--- config.mk ---
export PLATFORM = sky130hd
export DESIGN_NAME = mux_row_sequencer
export DESIGN_NICKNAME = d
export VERILOG_FILES = /design/src/rtl/mux_row_sequencer.sv
export SDC_FILE = /design/constraint.sdc
export NUM_CORES = 1
export LEC_CHECK = 0
export ABC_CLOCK_PERIOD_IN_PS = 3200
export BUFFER_PORTS_ARGS = -buffer_cell sky130_fd_sc_hd__buf_4
export CELL_PAD_IN_SITES_DETAIL_PLACEMENT = 1
export CELL_PAD_IN_SITES_GLOBAL_PLACEMENT = 1
export CORE_MARGIN = 1
export CORE_UTILIZATION = 25
export DETAILED_ROUTE_END_ITERATION = 8
export GPL_TIMING_DRIVEN = 0
export PLACE_DENSITY_LB_ADDON = 0.3
export SETUP_SLACK_MARGIN = 0.4
export SYNTH_ARGS = -nofsm -noshare
export SYNTH_HDL_FRONTEND = slang
export SYNTH_SLANG_ARGS = --single-unit
--- constraint.sdc ---
create_clock -name clk -period 3.2 [get_ports clk]
set_clock_uncertainty 0.15 [all_clocks]
set_input_delay 0.96 -clock clk [delete_from_list [all_inputs] [get_ports clk]]
set_output_delay 0.96 -clock clk [all_outputs]
set_load 0.005 [all_outputs]
--- src/rtl/mux_row_sequencer.sv ---
// Row multiplexing sequencer for a scanned LED matrix driver.
// Orders preload, latch, display and blanking periods per row, with load handshake and underrun tracking.
module mux_row_sequencer #(
  parameter int unsigned NB_MUX_ROWS = 4,
  parameter int unsigned ON_WIDTH    = 16,
  parameter int unsigned DEAD_WIDTH  = 8
) (
  input  logic                           clk,
  input  logic                           nrst,
  input  logic                           enable,
  input  logic [ON_WIDTH-1:0]            on_cycles,
  input  logic [DEAD_WIDTH-1:0]          dead_cycles,
  input  logic                           load_done,
  output logic                           load_start,
  output logic [$clog2(NB_MUX_ROWS)-1:0] next_row,
  output logic                           latch,
  output logic                           blank,
  output logic [NB_MUX_ROWS-1:0]         row_en,
  output logic [$clog2(NB_MUX_ROWS)-1:0] cur_row,
  output logic                           frame_start,
  output logic                           underrun,
  input  logic                           clr_underrun
);

  localparam int unsigned ROW_W = $clog2(NB_MUX_ROWS);
  localparam int unsigned CNT_W = (ON_WIDTH > DEAD_WIDTH) ? ON_WIDTH : DEAD_WIDTH;
  localparam logic [ROW_W-1:0]       LAST_ROW = ROW_W'(NB_MUX_ROWS - 1);
  localparam logic [NB_MUX_ROWS-1:0] ROW_ONE  = NB_MUX_ROWS'(1);

  typedef enum logic [2:0] {
    IDLE,
    PRELOAD,
    SWITCH,
    DISPLAY,
    DEAD
  } state_t;

  state_t            state;
  logic [CNT_W-1:0]  cnt;
  logic              ready;
  logic              waiting;

  logic [CNT_W-1:0]  on_load_c;
  logic [CNT_W-1:0]  dead_load_c;
  logic [ROW_W-1:0]  row_inc_c;
  logic              cnt_zero_c;
  logic              enter_switch_c;

  // Counter reload values (zero treated as one cycle), row wrap and the SWITCH entry condition.
  always_comb begin
    on_load_c      = (on_cycles == '0)   ? '0 : CNT_W'(on_cycles - 1'b1);
    dead_load_c    = (dead_cycles == '0) ? '0 : CNT_W'(dead_cycles - 1'b1);
    row_inc_c      = (next_row == LAST_ROW) ? '0 : ROW_W'(next_row + 1'b1);
    cnt_zero_c     = (cnt == '0);
    enter_switch_c = 1'b0;
    case (state)
      PRELOAD: enter_switch_c = load_done;
      DEAD: begin
        if (waiting) begin
          enter_switch_c = load_done;
        end else begin
          // A load_done landing on the expiry cycle counts as ready.
          enter_switch_c = cnt_zero_c && (ready || load_done);
        end
      end
      default: enter_switch_c = 1'b0;
    endcase
  end

  always_ff @(posedge clk or negedge nrst) begin
    if (!nrst) begin
      state       <= IDLE;
      cnt         <= '0;
      ready       <= 1'b0;
      waiting     <= 1'b0;
      load_start  <= 1'b0;
      next_row    <= '0;
      latch       <= 1'b0;
      blank       <= 1'b1;
      row_en      <= '0;
      cur_row     <= '0;
      frame_start <= 1'b0;
      underrun    <= 1'b0;
    end else begin
      // Pulses default low; a same-cycle underrun set below overrides the clear.
      latch       <= 1'b0;
      load_start  <= 1'b0;
      frame_start <= 1'b0;
      if (clr_underrun) begin
        underrun <= 1'b0;
      end

      if (!enable) begin
        state    <= IDLE;
        cnt      <= '0;
        ready    <= 1'b0;
        waiting  <= 1'b0;
        blank    <= 1'b1;
        row_en   <= '0;
        next_row <= '0;
        cur_row  <= '0;
      end else if (enter_switch_c) begin
        state       <= SWITCH;
        latch       <= 1'b1;
        load_start  <= 1'b1;
        frame_start <= (next_row == '0);
        cur_row     <= next_row;
        next_row    <= row_inc_c;
        cnt         <= on_load_c;
        ready       <= 1'b0;
        waiting     <= 1'b0;
        blank       <= 1'b1;
        row_en      <= '0;
      end else begin
        case (state)
          IDLE: begin
            blank      <= 1'b1;
            row_en     <= '0;
            load_start <= 1'b1;
            state      <= PRELOAD;
          end
          PRELOAD: begin
            state <= PRELOAD;
          end
          SWITCH: begin
            // load_done during SWITCH is deliberately not recorded.
            ready  <= 1'b0;
            blank  <= 1'b0;
            row_en <= ROW_ONE << cur_row;
            state  <= DISPLAY;
          end
          DISPLAY: begin
            if (load_done) begin
              ready <= 1'b1;
            end
            if (cnt_zero_c) begin
              blank  <= 1'b1;
              row_en <= '0;
              cnt    <= dead_load_c;
              state  <= DEAD;
            end else begin
              cnt <= cnt - 1'b1;
            end
          end
          DEAD: begin
            if (load_done) begin
              ready <= 1'b1;
            end
            if (!waiting) begin
              if (cnt_zero_c) begin
                waiting  <= 1'b1;
                underrun <= 1'b1;
              end else begin
                cnt <= cnt - 1'b1;
              end
            end
          end
          default: begin
            state  <= IDLE;
            blank  <= 1'b1;
            row_en <= '0;
          end
        endcase
      end
    end
  end

endmodule

==> impl_results.md, run 1 <==
- CTS tree: done
- Ant diodes: 0
- Worst EP required: 3.23 ns
- Startpoint Class: input port
- Fin Setup TNS: 0 ns
- Layout Cells excl Fill: between 500 and 600
- CTS Hold Bufs: 0
- H-tree depth reported by CTS: 2
- Synthesized area per cell: 8.49 µm²
- Share of cells above drive strength 1: around 24%
- Pwr/cell area: between 400 and 500 nW/µm²
- CTS Buffer Depth: 2
- Seq/Total Area, Yosys: 31.6%
- Largest cells by area after synthesis: dfrtp_1 (31%), nor2_1 (4.0%), nand2_1 (3.5%)
- Slew headroom: 51.0%
- Routability cong.: 0.824
- 1st-pass router iterations: 4
- Tcrit/Tclk final: 85.3%
- Initial antenna violation count: 0
- TritonCTS Buffers: 5
- GRT Overall Usage: approximately 16%
- CP Class: input port to register
- Starting DRC count in detailed routing: about 100
- Fin. max-slew vios: 0
- Syn_nets: 354
- Hold Vio Cnt, Final: 0
- Mapped Cells: 318
- Placeable Area: 10,400 µm²
- Worst-Margin Slew: 0.724 ns
- Outcome: completed
- CP peak stage delay: 0.58 ns
- Hold path endpoint: underrun$_DFF_PN0_
- Die width: 106 µm
- Number of global-route vias before repair: 2,808
- CP Data Arrival Time: between 2 and 3 ns
- Placed Cells incl. Taps: 495
- CTS root buf: clkbuf_8
- Post-route DRC violation count: 0
- Via count: 2,712
- Initial Util: around 26%
- Class of the worst hold path: register to register
- Critical-path top delay cell: nor3b_1
- Post-DP HPWL: roughly 6.6 mm
- Nets: a little over 400
- Worst r2r src: state[0]$_DFFE_PN0P_
- Cell area after synthesis: 2700 µm²
- # clock sinks: 34
- Fmax: 366 MHz
- DR WL/cell: approximately 17 µm
- Top cell type's share of synthesized area: 30.6%
- Vias/cell: 5.31
- Remaining global-route overflow: 0
- Clk Latency, worst-skew pair: approximately 0.29 ns
- Critical R2R Capture: cnt[4]$_DFFE_PN0P_
- Worst R2R Path Depth: 6
- IR Drop Worst-Case VDD: 198 µV
- FFs w/ async S/R, synth: between 90% and 100%
- CP cell instances: buf_4, inv_1, ha_1, nor3b_1, nand2_1, o2111ai_1, a21oi_1, o32a_1
- Ys Warns: 0
- DRT Wirelength: 8.75 mm
- Post-synth cell types: 70
- CP endpoint kind: register
- IO Count: 42
- Rows: 37
- Number of max-cap violations: 0
- Primary FF master, synth: dfrtp_1
- Hold WS: 0.354 ns
- Lkg Pwr: 0.00137 µW
- CP top delay family: simple AND/OR/NAND/NOR gates
- Hold Path Stages: 2
- Post-layout util: 33.0%
- Die height: 106 µm
- Filler cell count: around 1,300
- Die area: 11,200 µm²
- Commonest non-fill, non-tap cell in the layout: buf_4
- Pin count of the biggest net entering global routing: 35
- Unrepaired setup endpoints after global routing: no
- Worst Path Max Fanout: 5
- Fin crit period: 2.73 ns
- Hold Startpoint: underrun$_DFF_PN0_
- Crit path buf inv count: 2
- Reg clk slew, reported paths: 0.08 ns
- Reg2Reg Setup Slack: 0.54 ns
- Final ANT Viol Nets: 0
- Most frequent cells in the layout: buf_4 (47), dfrtp_1 (31), nor2_1 (28), nand2_1 (24), nor3_1 (18)
- Post-synth top area cell: dfrtp_1
- Area growth syn-to-layout: 27.4%
- Final setup vio count: 0
- First-pass GRT wire length: 14.5 mm
- Synthesis-stage register bit count: 34
- EDFF count, synth: 0
- I/O Buffers: about 40
[cells in the mapped netlist, types with 5 or more instances]
| cell | number |
|---|---|
| dfrtp_1 | 33 |
| nand3_1 | 17 |
| a21oi_1 | 11 |
| nor4_1 | 7 |
| a32oi_1 | 5 |
| o211ai_1 | 10 |
| ha_1 | 7 |
| nand4_1 | 5 |
| nand2_1 | 25 |
| a211oi_1 | 7 |
| nand2b_1 | 9 |
| or3_1 | 8 |
| xor2_1 | 6 |
| buf_2 | 5 |
| nor3_1 | 18 |
| o21ai_1 | 5 |
| nor2_1 | 29 |
| inv_1 | 13 |
| xnor2_1 | 10 |
| o21ai_0 | 6 |
[power breakdown]
group / total, µW / leakage, µW / internal [µW] / switching, µW
logic: 464 / 0.000848 / 206 / 257
clock network: 497 / 0.0000683 / 312 / 184
registers: 524 / 0.000451 / 469 / 54.9
[worst min-delay path, cell delays in order, from the launching register on]
cell and delay [ns]:
dfrtp_1 0.35, nand2b_1 0.06, o31ai_1 0.06
[kinds of logic after synthesis]
logic type,count (synthesis),synth area share (%)
AOI/OAI and AO/OA,85,24.7
xor gates and xnor gates,16,5.19
buffers and inverters,26,4.40
and+or+nand+nor,150,31.0
adders and majority gates,7,3.24
DFF,34,31.6
[through the flow]
step / worst slack [ns] / power, µW / cell area (µm²)
after floorplan: 0.554 / 802 / 2700
after global placement: 0.104 / 949 / 3180
after detailed placement: 0.0941 / 960 / 3180
after CTS: 0.404 / 1480 / 3360
after global routing: 0.387 / 1570 / 3440
final: 0.470 / 1480 / 3440
[sequential cells by signal (all words and copies together), names as in the netlist, 2 cells and up]
signal / flops
row_en: 4
cur_row: 2
next_row: 2
cnt: 16
state: 3
[how the worst max path moves through the flow]
stage / slack [ns] / depth (start not counted) / endpoint / startpoint
2_1_floorplan: 0.55 / 6 / cnt[9]$_DFFE_PN0P_ / on_cycles[4]
3_3_place_gp: 0.10 / 6 / cnt[15]$_DFFE_PN0P_ / on_cycles[4]
3_5_place_dp: 0.09 / 6 / cnt[15]$_DFFE_PN0P_ / on_cycles[4]
4_1_cts: 0.40 / 6 / cnt[15]$_DFFE_PN0P_ / on_cycles[4]
5_1_grt: 0.39 / 6 / cnt[4]$_DFFE_PN0P_ / state[0]$_DFFE_PN0P_
6_report: 0.47 / 8 / cnt[3]$_DFFE_PN0P_ / dead_cycles[0]
[what timing repair did]
action / in CTS / in global routing
endpoints found under the setup margin: 22 / 25
resized for setup: 1 / 13
pin swaps: 2 / 4
buffers inserted: 4 / 4
[metal layers]
layer  vias to the layer above  GRT usage (%)  routed length, µm
met3                        11           2.45                252
met4                         0           2.98                 87
li1                       1320              -                  -
met2                        54           28.5               4290
met5                         -              0                  0
met1                      1327           20.9               4120
[area by class of cell]
type | count | area [µm²] | area share, %
Buffer | 12 | 73.8 | 2.15
Sequential cell | 34 | 855 | 24.8
Inverter | 14 | 52.6 | 1.53
Clock buffer | 5 | 68.8 | 2.00
Clock inverter | 3 | 68.8 | 2.00
Tap cell | 136 | 170 | 4.95
Multi-Input combinational cell | 258 | 1770 | 51.4
Timing Repair Buffer | 49 | 384 | 11.2
(Power assumes the default switching activity.)
==> run 2, diff against run 1 <==
--- a/config.mk
+++ b/config.mk
@@ -14,6 +14,7 @@
 export DETAILED_ROUTE_END_ITERATION = 8
 export GPL_TIMING_DRIVEN = 0
 export PLACE_DENSITY_LB_ADDON = 0.3
+export RECOVER_POWER = 100
 export SETUP_SLACK_MARGIN = 0.4
 export SYNTH_ARGS = -nofsm -noshare
 export SYNTH_HDL_FRONTEND = slang
==> impl_results.md, run 2 (synthesis results as in run 1) <==
- Outcome: completed
- Commonest non-fill, non-tap cell in the layout: buf_4
- Hold WS: approximately 0.35 ns
- Share of cells above drive strength 1: 22.9%
- DR WL/cell: 17.1 µm
- Worst EP required: 3.27 ns
- Lkg Pwr: 0.00135 µW
- Crit path buf inv count: 2
- Initial antenna violation count: 0
- TritonCTS Buffers: 5
- H-tree depth reported by CTS: 2
- I/O Buffers: 41
- Reg clk slew, reported paths: 0.08 ns
- CTS root buf: clkbuf_8
- Starting DRC count in detailed routing: 78
- Final ANT Viol Nets: 0
- # clock sinks: 34
- Post-DP HPWL: 6.64 mm
- Max reg flops: 16
- GRT Overall Usage: 16.1%
- Filler cell count: 1,288
- CP Data Arrival Time: 2.88 ns
- Pin count of the biggest net entering global routing: 35
- Rows: 37
- Largest regs: cnt: 16 flops, row_en: 4 flops, state: 3 flops
- DP Area: between 3000 and 4000 µm²
- Unrepaired setup endpoints after global routing: no
- CTS Hold Bufs: 0
- Vias/cell: 5.33
- Ant diodes: 0
- Remaining global-route overflow: 0
- Worst-Margin Slew: 0.731 ns
- Die height: 106 µm
- Hold Vio Cnt, Final: 0
- Pwr/cell area: 432 nW/µm²
- Number of max-cap violations: 0
- Final setup vio count: 0
- Layout Cells excl Fill: 511
- Slew headroom: about 51%
- Die width: 106 µm
- Initial Util: 25.9%
- Post-layout util: 32.8%
- Fmax: 355 MHz
- Die area: 11,200 µm²
- Post-route DRC violation count: 0
- CP cell instances: or4_4, or4_1, clkbuf_1, o21ai_4, buf_6, a21oi_1, o221ai_2
- Fin crit period: around 2.8 ns
- Nets: 410
- Final Instance Area: 3420 µm²
- First-pass GRT wire length: between 10 and 15 mm
- 1st-pass router iterations: 4
- Most frequent cells in the layout: buf_4 (33), dfrtp_1 (31), nor2_1 (28), nand2_1 (24), nor3_1 (18)
- Number of global-route vias before repair: 2,808
- Placeable Area: about 10,000 µm²
- Worst Path Max Fanout: 10
- Largest Register: cnt
- Class of the worst hold path: register to register
- CP top delay family: simple AND/OR/NAND/NOR gates
- CP endpoint kind: register
- DRT Wirelength: 8.73 mm
- Clk Latency, worst-skew pair: slightly below 0.3 ns
- Critical-path top delay cell: or4_4
- Via count: roughly 2,700
- Startpoint Class: register
- CP peak stage delay: 0.59 ns
- CTS tree: done
- Fin Setup TNS: 0 ns
- Tcrit/Tclk final: 88.1%
- Routability cong.: slightly above 0.8
- IR Drop Worst-Case VDD: 200 µV
- CTS Buffer Depth: 2
- CP Class: register to register
- Fin. max-slew vios: 0
- IO Count: 42
- Placed Cells incl. Taps: 495
- Area growth syn-to-layout: 26.6%
==> run 2: cell count changes in the layout (fill, tap and decap cells not counted), sizes merged <==
cell    previous run  this run
buf               54        39
clkbuf            12        27
==> run 2: area by class of cell <==
class | instances | area (µm²) | area share, %
Sequential cell | 34 | 855 | 25.0
Inverter | 14 | 52.6 | 1.54
Tap cell | 136 | 170 | 4.98
Clock inverter | 3 | 68.8 | 2.01
Multi-Input combinational cell | 258 | 1760 | 51.5
Timing Repair Buffer | 49 | 380 | 11.1
Clock buffer | 5 | 68.8 | 2.01
Buffer | 12 | 62.6 | 1.83
==> run 2: path summary, 6_finish.rpt <==
| kind | cells after the start | startpoint | slack [ns] | to |
|---|---|---|---|---|
| worst max-delay path | 7 | cnt[12]$_DFFE_PN0P_ | 0.38 | cnt[10]$_DFFE_PN0P_ |
| worst min-delay path | 2 | underrun$_DFF_PN0_ | 0.35 | underrun$_DFF_PN0_ |
| min in group asynchronous | 1 | nrst | 0.47 | load_start$_DFF_PN0_ |
| worst min register to register | 2 | underrun$_DFF_PN0_ | 0.35 | underrun$_DFF_PN0_ |
| worst max register to register | 7 | cnt[12]$_DFFE_PN0P_ | 0.38 | cnt[10]$_DFFE_PN0P_ |
| max in group asynchronous | 1 | nrst | 2.08 | cnt[0]$_DFFE_PN0P_ |
==> run 2: stage by stage <==
stage | power (µW) | setup WS [ns]
6_report | 1480 | 0.382
3_5_place_dp | 960 | 0.0941
3_3_place_gp | 949 | 0.104
2_1_floorplan | 802 | 0.554
5_1_grt | 1560 | 0.259
4_1_cts | 1480 | 0.404
==> run 2: timing repair <==
item	CTS	global route
pin swaps	2	4
setup endpoints to repair	22	25
gates resized for setup	1	13
setup buffers	4	4
==> run 2: per-layer routing <==
metal / global-route usage (%) / routed length (µm)
met3: 2.45 / 242
met4: 2.98 / 104
met1: 20.9 / 4110
met5: 0 / 0
met2: 28.5 / 4270
==> run 2: where the power goes <==
part	switching, µW	internal (µW)	total, µW	leakage, µW
clock network	185	312	497	0.0000683
registers	55.1	469	524	0.000451
logic	254	200	453	0.000826
total	494	981	1470	0.00135
==> run 2: worst register-to-register path, delay by kind of cell, from the launching register on <==
kind / cells / cell delay [ns]
AOI/OAI and AO/OA: 3 / 0.56
buffers and inverters: 2 / 0.44
DFF: 1 / 0.45
and+or+nand+nor: 2 / 1.13
==> run 3, diff against run 2 <==
--- a/config.mk
+++ b/config.mk
@@ -5,6 +5,7 @@
 export SDC_FILE = /design/constraint.sdc
 export NUM_CORES = 1
 export LEC_CHECK = 0
+export ABC_AREA = 1
 export ABC_CLOCK_PERIOD_IN_PS = 3200
 export BUFFER_PORTS_ARGS = -buffer_cell sky130_fd_sc_hd__buf_4
 export CELL_PAD_IN_SITES_DETAIL_PLACEMENT = 1
==> impl_results.md, run 3 <==
- Primary FF master, synth: dfrtp_1
- Hold Vio Cnt, Final: 0
- Violated checks: max-capacitance violations, max-slew violations
- Worst EP required: around 3.2 ns
- Die height: 109 µm
- CTS Buffer Depth: 2
- Crit path buf inv count: 2
- Max reg flops: 16
- Fmax: 376 MHz
- Ant diodes: 0
- Share of cells above drive strength 1: approximately 15%
- Synthesis-stage register bit count: 34
- IO Count: 42
- Final setup vio count: 0
- Remaining global-route overflow: 0
- DRT Wirelength: 8.57 mm
- Setup bufs post-CTS: 0
- CTS tree: done
- Post-CTS Resized: 0
- Starting DRC count in detailed routing: 133
- Final ANT Viol Nets: 0
- CP peak stage delay: ~0.4 ns
- I/O Buffers: 41
- Fin crit period: 2.66 ns
- Tcrit/Tclk final: around 83%
- CP Data Arrival Time: 2.66 ns
- Clk Latency, worst-skew pair: 0.28 ns
- Initial Util: 26.0%
- Number of max-cap violations: 1
- CP cell instances: inv_1, ha_1, nand2_1, nor2_1, nand2_1, nand2_1, nand2_2, nand2_1, nor2_1, inv_1, nor2_4, nand2_1, o21ai_0
- DR WL/cell: ~13 µm
- Unrepaired setup endpoints after global routing: no
- Die width: 109 µm
- Most used cell, CP: nand2_1
- Largest Register: cnt
- Seq/Total Area, Yosys: 29.7%
- Post-route DRC violation count: 0
- Via count: 2,957
- Largest regs: cnt: 16 flops, row_en: 4 flops, state: 3 flops
- Worst Path Max Fanout: 9
- FFs w/ async S/R, synth: 100%
- GRT Overall Usage: 15.5%
- Mapped Cells: 450
- EDFF count, synth: 0
- Pwr/cell area: about 670 nW/µm²
- Post-Place Setup Slack: 0.517 ns
- Fin. max-slew vios: 35
- Lkg Pwr: between 0.0015 and 0.002 µW
- CP Class: register to register
- CP endpoint kind: register
- Slew headroom: -28.7%
- Most frequent cells in the layout: nand2_1 (169), nor2_1 (60), inv_1 (44), nand3_1 (38), dfrtp_1 (33)
- Rows: 38
- Initial antenna violation count: 0
- Critical-path top delay cell: dfrtp_1
- # clock sinks: 34
- Routability cong.: 0.841
- Worst-Margin Slew: 1.93 ns
- Nets: 534
- CTS root buf: clkbuf_16
- First-pass GRT wire length: 14.4 mm
- Number of global-route vias before repair: 2,966
- Post-DP HPWL: 7.05 mm
- Area growth syn-to-layout: 20.7%
- Fin Setup TNS: 0 ns
- H-tree depth reported by CTS: 2
- Synth cell count leaders: nand2_1 (165), nor2_1 (57), inv_1 (42)
- 1st-pass router iterations: 4
- Top cell type's share of synthesized area: approximately 29%
- CTS Hold Bufs: 0
- Cell area after synthesis: 2870 µm²
- Pin count of the biggest net entering global routing: 35
- Placeable Area: about 11,000 µm²
- Post-synth top area cell: dfrtp_1
- Setup ws final: 0.538 ns
- Outcome: finished, violations left
- Vias/cell: 4.63
- TritonCTS Buffers: 5
- Startpoint Class: register
- Largest cells by area after synthesis: dfrtp_1 (29%), nand2_1 (22%), nor2_1 (7.5%)
- CP top delay family: simple AND/OR/NAND/NOR gates
- Most frequent cell after synthesis: nand2_1
- Die area: around 12,000 µm²
- Commonest non-fill, non-tap cell in the layout: nand2_1
- Class of the worst hold path: register to register
- Reg clk slew, reported paths: 0.06 ns
- IR Drop Worst-Case VDD: 202 µV
- Syn_nets: 486
- Post-synth cell types: 32
- Synthesized area per cell: approximately 6.4 µm²
- Ys Warns: 0
run 3: layout make-up:
class                   count  area, µm²
fillers                  1453       7570
multi-input cells         360       1740
flip-flops and latches     34        852
repair buffers             41        304
inverters                  48        180
well taps                 140        175
clock buffers               6        139
plain buffers               8       61.3
clock inverters             2       12.5
run 3: cell families (layout without fill, tap and decap cells):
family                   Yosys count  in the layout  synth area share, %
AO/OA/AOI/OAI                     31             31                 6.24
XOR/XNOR                          20             20                 6.11
adder cells (fa/ha/maj)            7              7                 3.05
AND/OR/NAND/NOR                  302            302                 46.5
flip-flops                        34             34                 29.7
buffers and inverters             56            105                 8.42
run 3: where the power goes:
part	switching (µW)	total, µW	internal (µW)
Clock	186	494	308
Sequential	119	643	524
Combinational	749	1170	425
Total	1050	2310	1260
run 3: stage by stage:
step                instance area, µm²  instances  total power [µW]  util [%]  hold slack, ns
finish                            3460        639              2310      31.4           0.317
global route                      3460        639              2530      31.4           0.328
CTS                               3500        639              2360      31.7           0.314
detailed placement                3350        631              1850      30.4           0.305
global placement                  3350        631              1830      30.4           0.301
floorplan                         2870        450              1520         -           0.294
run 3: metal layers:
layer  vias up  global-route usage [%]  wire length [µm]
met5         -                       0                 0
met4         0                    4.73               121
met3         9                    1.67               216
met2        40                    26.3              4110
met1      1396                    20.6              4120
li1       1512                       -                 -
run 3: worst paths after layout:
path,start,to,slack (ns),cells past startpoint
min,waiting$_DFFE_PN0P_,underrun$_DFF_PN0_,0.32,1
max reg2reg,cnt[0]$_DFFE_PN0P_,row_en[3]$_DFFE_PN0P_,0.54,13
min reg2reg,waiting$_DFFE_PN0P_,underrun$_DFF_PN0_,0.32,1
max in group asynchronous,nrst,cnt[6]$_DFFE_PN0P_,0.72,1
min in group asynchronous,nrst,load_start$_DFF_PN0_,1.07,1
max,cnt[0]$_DFFE_PN0P_,row_en[3]$_DFFE_PN0P_,0.54,13
run 3: worst reg2reg max path: cells and delay by family (launching register included):
| family | cells | cell delay [ns] |
|---|---|---|
| AOI/OAI and AO/OA | 1 | 0.08 |
| adders and majority gates | 1 | 0.21 |
| buffers and inverters | 2 | 0.49 |
| DFF | 1 | 0.40 |
| and+or+nand+nor | 9 | 1.20 |
